`src/rtl/fft_pkg.sv`:
```
// Shared types for the FFT frame sequencer.
//   fft_seq_state_t : sequencer FSM states
//   fft_len(m)      : FFT length N = 2**m
package fft_pkg;

  typedef enum logic [2:0] {
    ST_IDLE,
    ST_LOAD,
    ST_START,
    ST_RUN,
    ST_DRAIN,
    ST_CLEAR
  } fft_seq_state_t;

  function automatic int unsigned fft_len(input int unsigned m);
    return 32'd1 << m;
  endfunction

endpackage

```
`src/rtl/fft_seq_delay.sv`:
```
// RD_LAT-deep shift register that aligns the done-entry pulse with the first
// result word on the FFT core output.
//   clk, reset : clock, asynchronous active-low reset
//   clear      : synchronous flush (frame abandoned)
//   d          : done-entry pulse
//   q          : pulse delayed by RD_LAT cycles
module fft_seq_delay #(
  parameter int unsigned RD_LAT = 1
) (
  input  logic clk,
  input  logic reset,
  input  logic clear,
  input  logic d,
  output logic q
);

  logic [RD_LAT-1:0] pipe;

  always_ff @(posedge clk or negedge reset) begin
    if (!reset) begin
      pipe <= '0;
    end else if (clear) begin
      pipe <= '0;
    end else begin
      pipe[0] <= d;
      for (int unsigned i = 1; i < RD_LAT; i++) begin
        pipe[i] <= pipe[i-1];
      end
    end
  end

  assign q = pipe[RD_LAT-1];

endmodule

```
`src/rtl/fft_frame_sequencer.sv`:
```
// Sequences an FFT core through whole frames: load N samples, start, wait for
// done, drain N results as a counted stream, clear the core, repeat.
//   clk, reset           : clock, asynchronous active-low reset
//   enable, abort        : frame start permission / abandon current frame
//   sample_*             : input sample stream (valid/ready)
//   fft_load/rd_adr/rd   : core write port (combinational in LOAD)
//   fft_start, fft_reset : core control
//   fft_done, fft_wd     : core status and result word
//   out_data/index/valid : result stream, no backpressure; out_ready only
//                          feeds the sticky overrun flag
//   busy, frame_count    : status
module fft_frame_sequencer
  import fft_pkg::*;
#(
  parameter int unsigned width  = 16,
  parameter int unsigned M      = 5,
  parameter int unsigned RD_LAT = 1
) (
  input  logic               clk,
  input  logic               reset,
  input  logic               enable,
  input  logic               abort,
  input  logic [2*width-1:0] sample_data,
  input  logic               sample_valid,
  output logic               sample_ready,
  output logic               fft_load,
  output logic [M-1:0]       fft_rd_adr,
  output logic [2*width-1:0] fft_rd,
  output logic               fft_start,
  output logic               fft_reset,
  input  logic               fft_done,
  input  logic [2*width-1:0] fft_wd,
  output logic [2*width-1:0] out_data,
  output logic [M-1:0]       out_index,
  output logic               out_valid,
  input  logic               out_ready,
  output logic               busy,
  output logic               overrun,
  output logic [15:0]        frame_count
);

  localparam int unsigned N        = fft_len(M);
  localparam logic [M-1:0] CNT_LAST = M'(N - 1);

  fft_seq_state_t state, state_nxt;
  logic [M-1:0]   cnt, cnt_nxt;
  logic           streaming, streaming_nxt;
  logic           overrun_nxt;
  logic [15:0]    frame_count_nxt;
  logic           done_entry, first_beat;
  logic           cnt_last;

  // Word 0 appears RD_LAT cycles after done rises; the delayed entry pulse
  // opens the drain window and 'streaming' holds it open afterwards.
  assign done_entry = (state == ST_RUN) && fft_done && !abort;

  fft_seq_delay #(.RD_LAT(RD_LAT)) u_delay (
    .clk   (clk),
    .reset (reset),
    .clear (abort),
    .d     (done_entry),
    .q     (first_beat)
  );

  assign cnt_last     = (cnt == CNT_LAST);
  assign sample_ready = (state == ST_LOAD) && !abort;
  assign fft_load     = sample_ready && sample_valid;
  assign fft_rd       = (state == ST_LOAD) ? sample_data : '0;
  assign fft_rd_adr   = (state == ST_LOAD) ? cnt : '0;
  assign fft_start    = (state == ST_START);
  assign fft_reset    = (state == ST_IDLE) || (state == ST_CLEAR);
  assign busy         = (state != ST_IDLE);
  assign out_valid    = (state == ST_DRAIN) && (first_beat || streaming);
  assign out_index    = (state == ST_DRAIN) ? cnt : '0;
  assign out_data     = fft_wd;

  always_comb begin
    state_nxt       = state;
    cnt_nxt         = cnt;
    streaming_nxt   = streaming;
    overrun_nxt     = overrun;
    frame_count_nxt = frame_count;

    if (out_valid && !out_ready) overrun_nxt = 1'b1;

    unique case (state)
      ST_IDLE: begin
        if (enable) begin
          state_nxt   = ST_LOAD;
          overrun_nxt = 1'b0;
        end
      end
      ST_LOAD: begin
        if (abort) begin
          state_nxt = ST_CLEAR;
          cnt_nxt   = '0;
        end else if (sample_valid) begin
          if (cnt_last) begin
            state_nxt = ST_START;
            cnt_nxt   = '0;
          end else begin
            cnt_nxt = cnt + 1'b1;
          end
        end
      end
      ST_START: begin
        state_nxt = abort ? ST_CLEAR : ST_RUN;
        if (abort) cnt_nxt = '0;
      end
      ST_RUN: begin
        if (abort) begin
          state_nxt = ST_CLEAR;
          cnt_nxt   = '0;
        end else if (fft_done) begin
          state_nxt = ST_DRAIN;
        end
      end
      ST_DRAIN: begin
        if (abort) begin
          state_nxt     = ST_CLEAR;
          cnt_nxt       = '0;
          streaming_nxt = 1'b0;
        end else if (out_valid) begin
          if (cnt_last) begin
            state_nxt       = ST_CLEAR;
            cnt_nxt         = '0;
            streaming_nxt   = 1'b0;
            // Counted on the completing beat so aborted frames never count.
            frame_count_nxt = frame_count + 16'd1;
          end else begin
            cnt_nxt       = cnt + 1'b1;
            streaming_nxt = 1'b1;
          end
        end
      end
      ST_CLEAR: begin
        if (enable) begin
          state_nxt   = ST_LOAD;
          overrun_nxt = 1'b0;
        end else begin
          state_nxt = ST_IDLE;
        end
      end
      default: state_nxt = ST_IDLE;
    endcase
  end

  always_ff @(posedge clk or negedge reset) begin
    if (!reset) begin
      state       <= ST_IDLE;
      cnt         <= '0;
      streaming   <= 1'b0;
      overrun     <= 1'b0;
      frame_count <= '0;
    end else begin
      state       <= state_nxt;
      cnt         <= cnt_nxt;
      streaming   <= streaming_nxt;
      overrun     <= overrun_nxt;
      frame_count <= frame_count_nxt;
    end
  end

endmodule

```
`config.mk`:
```
export PLATFORM = sky130hd
export DESIGN_NAME = fft_frame_sequencer
export DESIGN_NICKNAME = d
export VERILOG_FILES = /design/src/rtl/fft_pkg.sv /design/src/rtl/fft_seq_delay.sv /design/src/rtl/fft_frame_sequencer.sv
export SDC_FILE = /design/constraint.sdc
export NUM_CORES = 1
export LEC_CHECK = 0
export ABC_AREA = 1
export CAP_MARGIN = 20
export CORE_UTILIZATION = 37
export DETAILED_ROUTE_END_ITERATION = 12
export PLACE_DENSITY_LB_ADDON = 0.15
export SLEW_MARGIN = 20
export SYNTH_ARGS = -nofsm -noshare
export SYNTH_HDL_FRONTEND = slang
export SYNTH_SLANG_ARGS = --single-unit
```
`constraint.sdc`:
```
create_clock -name clk -period 4.2 [get_ports clk]
set_input_delay 0.84 -clock clk [delete_from_list [all_inputs] [get_ports clk]]
set_output_delay 0.84 -clock clk [all_outputs]
set_load 0.02 [all_outputs]
```
# --- Yosys cells after proc, flatten, opt, wreduce, memory -nomap -nowiden ---
# Cells that the tools add are included.
# W data, S select, Z words.
op_classes:
  addsub: 2
  eq_ne: 13
  muxes: 29
  bitwise: 1
  reduce_logical: 20
op_table:
  columns: ["op", "n"]
  rows:
  - ["$mux W5", 8]
  - ["$mux W32", 1]
  - ["$mux W3", 10]
  - ["$pmux W3 S6", 1]
  - ["$add A16 B1 Y16 const B", 1]
  - ["$ne A3 B3 Y1 const B", 5]
  - ["$pmux W5 S3", 1]
  - ["$mux W1", 8]
  - ["$reduce_and A4 Y1", 2]
  - ["$eq A3 B2 Y1 const B", 2]
  - ["$eq A3 B3 Y1 const B", 2]
  - ["$logic_and A1 B1 Y1", 6]
  - ["$reduce_and A6 Y1", 1]
  - ["$reduce_bool A3 Y1", 2]
  - ["$add A5 B1 Y5 const B", 1]
  - ["$eq A5 B5 Y1 const B", 1]
  - ["$reduce_or A2 Y1", 2]
  - ["$eq A3 B1 Y1 const B", 1]
  - ["$logic_not A3 Y1", 1]
  - ["$logic_not A1 Y1", 2]
  - ["$logic_or A1 B1 Y1", 2]
  - ["$ne A2 B1 Y1 const B", 1]
  - ["$ne A2 B2 Y1 const B", 1]
  - ["$reduce_and A2 Y1", 1]
  - ["other kinds (2)", 2]
totals:
  register_bits: 27
  inputBits: 71
  output_inout_bits: 97

# --- Logic depth before layout (Yosys ltp) ---
logic_depth:
  word_depth: 6
  mapped_depth: 9
  ltp_nobuf: 9

# --- Cells and area by module ---
# From an unflattened synthesis, not the netlist that was laid out.
unflattened:
  hier_cells: 371
  area_unflattened_um2: 2324.7
modules_own_cells:
  columns: ["module", "n_inst", "cells_each", "area_each_um2", "seq_area_each_um2"]
  rows:
  - ["fft_frame_sequencer", 1, 368, 2289.7, 650.6]
  - ["fft_seq_delay", 1, 3, 35.0, 25.0]

# --- Worst setup path after synthesis ---
# No wires, ideal clock.
synth_path:
  path_kind: "in2out"
  from: "input port abort"
  to: "output port fft_load"
  arrival_ps: 1505
  t_required_ps: 3360
  path_slack_ps: 1855
  stages: 2
  cell_sequence: "buf_2 -> nor3_1"
synth_via:
  elab_chain_len: 3
synth_lines:
  columns: ["item", "line_no", "rtl"]
  rows:
  - ["start, declared", "fft_frame_sequencer.sv:22", "input logic abort,"]
  - ["$logic_not A1 Y1", "fft_frame_sequencer.sv:66", "assign sample_ready = (state == ST_LOAD) && !abort;"]
  - ["$logic_and A1 B1 Y1", "fft_frame_sequencer.sv:66", null]
  - ["$logic_and A1 B1 Y1", "fft_frame_sequencer.sv:67", "assign fft_load = sample_ready && sample_valid;"]
  - ["end, declared", "fft_frame_sequencer.sv:26", "output logic fft_load,"]
# Every way passes these cells.

# --- Worst setup path after layout ---
layout_path:
  from: "register state[2]"
  to: "output port fft_load"
layout_via:
  elab_chain_len: 3
layout_lines:
  columns: ["item", "line_no", "rtl"]
  rows:
  - ["start, declared", "fft_frame_sequencer.sv:45", "fft_seq_state_t state, state_nxt;"]
  - ["start signal, assigned", "fft_frame_sequencer.sv:156", "state <= state_nxt;"]
  - ["$eq A3 B1 Y1", "fft_frame_sequencer.sv:66", null]
  - ["$logic_and A1 B1 Y1", "fft_frame_sequencer.sv:66", null]
  - ["$logic_and A1 B1 Y1", "fft_frame_sequencer.sv:67", null]
# Every way passes these cells.

==> impl_metrics.py <==
metrics = {
    "outcome": {
        "outcome": "finished clean",
    },
    "logic_synthesis": {
        "synth_top_family_by_area": "simple AND/OR/NAND/NOR gates",
        "synth_cells": 362,
        "synth_edf_count": 0,
        "yosysSeqAreaShare_pct": 29.85,
        "syn_area_sq_mm": 0.002263,
        "synth_cell_types": 26,
        "synth_compound_area_share_pct": 5.417,
        "synth_nets": 436,
        "ys_ff_latch": 27,
        "netlist.area_leader.share_pct": 29.85,
        "yosys.area_share.simple_pct": 36.26,
        "yosysTopAreaCell": "dfrtp_1",
        "synth_top_flop_cell": "dfrtp_1",
        "ys_async_sr_fraction_pct": 100.0,
        "syn_area_per_cell_sq_um": 6.253,
        "ys_warn_count": 0,
        "synth_top_cells_by_area": "dfrtp_1 30%, nand2_1 17%, nor2_1 12%",
        "synthMuxAreaShare_pct": 0,
        "synthXorXnorAreaFrac_pct": 3.483,
        "synth_adder_area_share_pct": 1.658,
    },
    "cells_and_area": {
        "diodes": 0,
        "fin_util_pct": 53.15,
        "drive_above_1_share_pct": 3.030,
        "fillers": 600,
        "nNetsFinal": 504,
        "area_growth_pct": 39.03,
    },
    "timing": {
        "fmax_ghz": 0.2960,
        "fin_crit_sh_pct": 80.43,
        "min_period_ps": 3378,
        "skew_ps": 3.484,
        "hold-worst-slack_ps": 529.0,
        "relSlewSlack_pct": 50.18,
        "tightest_slew_ps": 746.4,
        "drv_slew": 0,
        "fin_setup_tns_ps": 0,
        "rsz0062_at_grt": "no",
        "finalHoldViolations": 0,
        "setup_violations": 0,
    },
    "setup_path": {
        "path_cells": "inv_1 > nand3_2 > nor3_1 > clkdlybuf4s50_1",
        "worstPathArrival_ps": 2540,
        "criticalPathCategory": "flop to output pin",
        "max_stage_delay_ps": 650,
        "cpMaxStageDelayCell": "clkdlybuf4s50_1",
        "required_ps": 3360,
        "cp_max_fo": 42,
        "critPathCaptureType": "output pin",
        "worst_setup_path_start_kind": "flop",
    },
    "grt": {
        "grt.total_usage_pct": 18.55,
        "gr-total-overflow": 0,
        "antenna_found_initial": 0,
        "grt_pass1_wl_mm": 9.625,
        "grt_max_degree": 43,
        "grt_pass1_vias": 2147,
    },
    "place": {
        "dp_hpwl_mm": 4.441,
        "finalWeightedCongestion": 0.8250,
        "io_buffers": 103,
    },
    "clock_tree": {
        "path_clk_slew_ps": 100,
        "clock_latency_ps": 270,
        "cts.sinks": 27,
        "cts_resized": 0,
        "root_buffer": "clkbuf_8",
        "post-cts-setup-buffers": 0,
        "htreeDepth": 1,
        "cts.path.max_buffers": 2,
        "hold_buffers": 0,
        "cts_tree": "yes",
        "numCtsBuffers": 3,
    },
    "power_and_ir_drop": {
        "power.leakage_nw": 1.507,
        "powerDensity_mw_per_mm2": 434.9,
        "ir_drop_mv": 0.3288,
        "power_w": 0.001369,
    },
    "die": {
        "dieArea_sq_mm": 0.006434,
        "die_height_microns": 80.22,
        "die_x_microns": 80.22,
        "initial_utilization_pct": 38.23,
        "rows": 28,
        "coreArea_sq_mm": 0.005921,
        "num_io_pins": 168,
    },
    "drt": {
        "finalWirelength_mm": 5.687,
        "vias": 2277,
        "drcViolationCount": 0,
        "ant_nets": 0,
        "wl_per_cell_microns": 11.28,
        "vias_per_cell": 4.518,
        "dr.pass1.iters": 4,
        "drt_iter0_markers": 95,
    },
    "job": {
        "maxCapViolations": 0,
    },
    "worst_hold_path": {
        "min_path_type": "flop to flop",
    },
}
cells in the final DEF (no fill, tap or decap), types with 4 or more instances in the layout:
master / n
clkdlybuf4s50_1: 103
nor2_1: 70
dfrtp_1: 27
o21ai_0: 12
nand2_1: 100
a21oi_1: 4
inv_1: 60
nand3_1: 15
nand4_1: 7
xnor2_1: 6
critical path, delay by kind of cell, from the launching register on:
kind	cells	cell delay, ps
buf+inv	2	820
simple gates	2	950
flops	1	480
sequential cells by signal, indices dropped and copies added (netlist names):
| register | cells |
|---|---|
| frame_count | 16 |
| cnt | 5 |
| state | 3 |
| overrun | 1 |
| streaming | 1 |
| u_delay.q | 1 |
where the power goes:
part           total [W]  switching [W]  internal, W
logic           0.000882       0.000516     0.000366
clock network   0.000152      0.0000850    0.0000673
registers       0.000335      0.0000457     0.000289
final timing paths:
path	from	endpoint	slack [ps]	cells after the start
max	state[2]	fft_load	820	4
max reg2reg	state[2]	cnt[0]	2060	6
min reg2reg	cnt[4]	cnt[4]	530	2
min	cnt[4]	cnt[4]	530	2
min in group asynchronous	reset	frame_count[10]	930	2
max in group asynchronous	reset	frame_count[15]	3000	2
layer usage:
layer	vias to the layer above	part of all wire, %	track usage (%)	wire [microns]
met3	2	6.4	4.432	365
met1	1008	46	24.04	2610
met5	-	0	0	0
met4	0	0.25	3.393	14
met2	81	47	31.37	2695
li1	1186	-	-	-
Yosys cell counts, types with 2 or more instances:
library cell and count:
nand2_1 100, nor2_1 70, inv_1 60, buf_4 33, dfrtp_1 27, nand3_1 15, o21ai_0 12, nand4_1 7
xnor2_1 6, a21oi_1 4, buf_2 4, ha_1 3, xor2_1 3, buf_6 2, clkbuf_1 2, nand2_2 2
nor3_1 2, o21ai_1 2
area by class of cell:
| class | count | area [sq um] | area share [%] |
|---|---|---|---|
| clock buffers | 3 | 41.29 | 1.312 |
| flip-flops and latches | 27 | 675.6 | 21.47 |
| inverters | 61 | 230.2 | 7.316 |
| multi-input cells | 233 | 1060 | 33.68 |
| clock inverters | 1 | 7.507 | 0.2386 |
| repair buffers | 104 | 1039 | 33.00 |
| well taps | 75 | 93.84 | 2.982 |
cell families after synthesis:
family | Yosys count
AOI/OAI and AO/OA | 21
buffers and inverters | 102
xor gates and xnor gates | 9
DFF | 27
adders and majority gates | 3
and+or+nand+nor | 200
stage by stage:
step | instance area, sq um | instances | setup slack [ps]
2_1_floorplan | 2263 | 362 | 1855
3_3_place_gp | 3098 | 500 | 1004
3_5_place_dp | 3098 | 500 | 978.5
4_1_cts | 3147 | 504 | 764.5
5_1_grt | 3147 | 504 | 599.9
6_report | 3147 | 504 | 822.0
Power figures use the tool's default switching activity.
